===== src/rtl/vc_link_tx.sv =====
// Two-VC link transmitter: the internal VC (~polarity) is written, the link VC (polarity) is sent.
// The link data port is named do_data because 'do' is a reserved word in SystemVerilog.
module vc_link_tx #(
    parameter int DATA_WIDTH = 64
) (
    input  logic                  clk,
    input  logic                  reset,
    input  logic                  polarity,
    input  logic                  in_wr,
    input  logic [DATA_WIDTH-1:0] in_data,
    output logic                  in_ready,
    input  logic                  ri,
    output logic                  so,
    output logic [DATA_WIDTH-1:0] do_data,
    output logic                  err_ovf,
    output logic                  err_vc,
    output logic [15:0]           sent_cnt
);

    logic [1:0]                 full_q, full_d;
    logic [1:0][DATA_WIDTH-1:0] buf_q, buf_d;
    logic                       so_q, so_d;
    logic [DATA_WIDTH-1:0]      do_q, do_d;
    logic                       err_ovf_q, err_ovf_d;
    logic                       err_vc_q, err_vc_d;
    logic [15:0]                cnt_q, cnt_d;
    logic                       lvc, ivc;

    assign lvc      = polarity;
    assign ivc      = ~polarity;
    assign in_ready = ~full_q[ivc];

    always_comb begin
        full_d    = full_q;
        buf_d     = buf_q;
        so_d      = 1'b0;
        do_d      = do_q;
        err_ovf_d = err_ovf_q;
        err_vc_d  = err_vc_q;
        cnt_d     = cnt_q;

        // Write side only ever touches the internal VC entry.
        if (in_wr) begin
            if (full_q[ivc]) begin
                err_ovf_d = 1'b1;
            end else if (in_data[DATA_WIDTH-1] != ivc) begin
                err_vc_d = 1'b1;
            end else begin
                buf_d[ivc]  = in_data;
                full_d[ivc] = 1'b1;
            end
        end

        // Send side only ever drains the link VC entry, so both can fire together.
        if (full_q[lvc] && ri) begin
            so_d        = 1'b1;
            do_d        = buf_q[lvc];
            full_d[lvc] = 1'b0;
            cnt_d       = cnt_q + 16'd1;
        end
    end

    always_ff @(posedge clk or negedge reset) begin
        if (!reset) begin
            full_q    <= '0;
            buf_q     <= '0;
            so_q      <= 1'b0;
            do_q      <= '0;
            err_ovf_q <= 1'b0;
            err_vc_q  <= 1'b0;
            cnt_q     <= '0;
        end else begin
            full_q    <= full_d;
            buf_q     <= buf_d;
            so_q      <= so_d;
            do_q      <= do_d;
            err_ovf_q <= err_ovf_d;
            err_vc_q  <= err_vc_d;
            cnt_q     <= cnt_d;
        end
    end

    assign so       = so_q;
    assign do_data  = do_q;
    assign err_ovf  = err_ovf_q;
    assign err_vc   = err_vc_q;
    assign sent_cnt = cnt_q;

endmodule

===== config.mk =====
export PLATFORM = sky130hd
export DESIGN_NAME = vc_link_tx
export DESIGN_NICKNAME = d
export VERILOG_FILES = /design/src/rtl/vc_link_tx.sv
export SDC_FILE = /design/constraint.sdc
export NUM_CORES = 1
export LEC_CHECK = 0
export BUFFER_PORTS_ARGS = -buffer_cell sky130_fd_sc_hd__buf_2
export CAP_MARGIN = 20
export CORE_MARGIN = 2
export CORE_UTILIZATION = 55
export DETAILED_ROUTE_END_ITERATION = 8
export GPL_TIMING_DRIVEN = 1
export HOLD_SLACK_MARGIN = 0.05
export PLACE_DENSITY = 0.9
export REMOVE_ABC_BUFFERS = 1
export SLEW_MARGIN = 20
export SYNTH_ARGS = -nofsm -noshare
export SYNTH_HDL_FRONTEND = slang
export SYNTH_SLANG_ARGS = --single-unit

===== constraint.sdc =====
create_clock -name clk -period 2 [get_ports clk]
set_clock_uncertainty 0.05 [all_clocks]
set_input_delay 0.4 -clock clk [delete_from_list [all_inputs] [get_ports clk]]
set_output_delay 0.4 -clock clk [all_outputs]
set_load 0.03 [all_outputs]

==> metrics.txt <==
YS warnings 0; initial core utilization 56.27%; GR Overflow Total 0; Hold Crit Class in -> reg; leakage power 5.045 nW; Async SR Flop Fraction 100.0%; Seq pwr share 44.9%; Routed WL per cell 17.09 um; number of max-cap violations 0; Hold Path Cell Cnt 2; CP arrival 1.43 ns; number of flops mapped to enable cells by yosys 0; synth unique cells 28; switching power 4.473 mW; Synth-to-Final Area Change 21.92%; Seq. cell area 5330 um^2; fillers 1093; Tmin final 1.876 ns; initial antenna violation count 0; Sw Share 31.84%; Slew Viols, Final 0; Max clock buf depth 3; antenna cell count 0; count of state elements after synthesis 213; Hold Vio Cnt, Final 0; Root Driver clkbuf_16; P per Cell Area 1347 nW/um^2; Mapped Area 8554 um^2; register area share after synthesis 62.31%; Internal 9.576 mW; Setup TNS 0 ns; DR iter-0 viols 195; CORE AREA 15200 um^2; Chip Width 128.7 um; crit-path max FO 6; status finished clean; critical path data required time 1.55 ns; area of the multi-input gates 3054 um^2; Layout Nets 862; gr usage total 20.80%; Worst setup EP type primary output; Post-synth top flop dfrtp_1; DRT Pass-1 Iters 4; Clock Power Share 29.9%; full die area 16570 um^2; Core Rows 45; pre-CTS setup slack 0.2416 ns; number of setup buffers added after CTS 0; layout cells sized above 1 41.32%; drt via density 5.408; vias in the first global route 5460; Crit Path Class reg -> out; boundary pin count 153; final worst-path cycle share 93.82%; Hold WS 0.08759 ns; largest net degree at the start of global routing 65; Die H 128.7 um; Final GP Congestion 0.7933; total wire length 16990 um; Final ANT Viol Nets 0; fmax 533.0 MHz; worst-margin pin slew 0.5040 ns; CTS H-tree lvls 1; RSZ-0062 raised after global routing false; CTS buffer count 22; combinational power share 25.2%; syn_area_per_cell 13.49 um^2; setup violators final 0; worst r2r path cells 5; input/output buffers 152; clk slew on worst S/H paths 0.06 ns; HPWL Detailed 11130 um; final setup margin 0.1237 ns; CTS Sinks 213; vias 5376; Worst setup SP type flop; Slew HR 66.40%; CTS tree built; Residual DRC 0; Syn Inst Count 634; first-pass GRT wire length 27610 um; Max VDD drop 0.7377 mV; clock latency at the later pin of the worst-skew pair 0.49 ns
==> logic make-up after synthesis <==
family | count (synthesis) | share of synthesized area (%)
flops | 213 | 62.31
xor+xnor | 16 | 1.638
compound gates | 70 | 4.183
mux | 193 | 24.44
buf+inv | 40 | 2.179
simple gates | 101 | 5.105
fa+ha+maj | 1 | 0.1462
==> stage by stage <==
| stage | power (mW) | std cells | utilization, % | cell area (um^2) |
|---|---|---|---|---|
| 2_1_floorplan | 8.639 | 599 | - | 8387 |
| 3_3_place_gp | 9.717 | 955 | 63.57 | 9664 |
| 3_5_place_dp | 9.935 | 955 | 63.57 | 9664 |
| 4_1_cts | 14.18 | 994 | 68.58 | 10430 |
| 5_1_grt | 14.76 | 994 | 68.61 | 10430 |
| 6_report | 14.05 | 994 | 68.61 | 10430 |
==> cells in the mapped netlist, types with 2 or more instances <==
cell type / n / share of area, %
mux2i_1: 66 / 7.7
nor2_1: 5 / 0.22
xnor2_1: 10 / 1.0
and3_1: 3 / 0.22
inv_1: 5 / 0.22
dfrtp_1: 213 / 62
nand3_1: 2 / 0.12
buf_4: 2 / 0.18
xor2_1: 6 / 0.61
o21ai_0: 66 / 3.9
mux2_1: 5 / 0.66
buf_2: 23 / 1.3
mux2_2: 122 / 16
nor3_1: 2 / 0.12
clkbuf_1: 10 / 0.44
nand2_1: 77 / 3.4
nand4_1: 6 / 0.44
==> worst paths after layout <==
kind | startpoint | to | slack [ns]
setup / recovery | full_q[1] | in_ready | 0.12
max in group asynchronous | reset | buf_q[54] | 0.85
hold / removal | in_data[57] | buf_q[121] | 0.09
hold reg to reg | err_vc | err_vc | 0.42
min in group asynchronous | reset | buf_q[89] | 0.40
setup reg to reg | sent_cnt[0] | sent_cnt[12] | 0.23
==> placed cells by master (no fill, tap or decap), types with 3 or more instances in the layout <==
cell type and count:
clkbuf_16 23, clkinv_2 6, buf_4 6, nand2_1 76
xor2_1 6, nor2_1 5, bufinv_16 3, dfrtp_1 213
xnor2_1 10, nand4_1 6, clkbuf_8 4, buf_12 11
o21ai_0 66, buf_2 150, mux2i_1 65, mux2_1 5
inv_1 5, mux2_2 122
==> sequential cells by signal (all words and copies together), names as in the netlist <==
register	count
do_data	64
err_ovf	1
buf_q	128
sent_cnt	16
full_q	2
err_vc	1
so	1
==> repair_timing <==
item	4_1_cts	5_1_grt
hold endpoints to repair	53	0
endpoints found under the setup margin	0	1
resized for setup	0	1
hold buffers	1	0
==> per-layer routing <==
metal | GRT usage (%) | up-vias | routed length, um
met5 | 0 | - | 0
met2 | 34.92 | 137 | 8250
met4 | 5.243 | 0 | 331
met3 | 4.491 | 28 | 1010
met1 | 27.97 | 2694 | 7395
li1 | - | 2517 | -
==> power groups by stage <==
| stage | registers [mW] | logic (mW) | clock network (mW) |
|---|---|---|---|
| finish | 6.31 | 3.54 | 4.20 |
| global route | 6.46 | 3.85 | 4.46 |
| CTS | 6.32 | 3.59 | 4.28 |
| detailed placement | 6.37 | 3.56 | 0 |
| global placement | 6.29 | 3.43 | 0 |
| floorplan | 7.28 | 1.36 | 0 |
==> layout make-up <==
| class | instances | share of cell area [%] |
|---|---|---|
| Tap cell | 188 | 2.255 |
| Timing Repair Buffer | 169 | 9.969 |
| Inverter | 5 | 0.1799 |
| Sequential cell | 213 | 51.10 |
| Clock inverter | 10 | 1.224 |
| Clock buffer | 28 | 5.986 |
| Multi-Input combinational cell | 381 | 29.28 |
==> worst max-delay path, cell delays in order (launching register included) <==
cell     delay, ns
dfrtp_1       0.47
mux2i_2       0.23
buf_2         0.24
No activity file was read; power rests on OpenSTA's default activity.
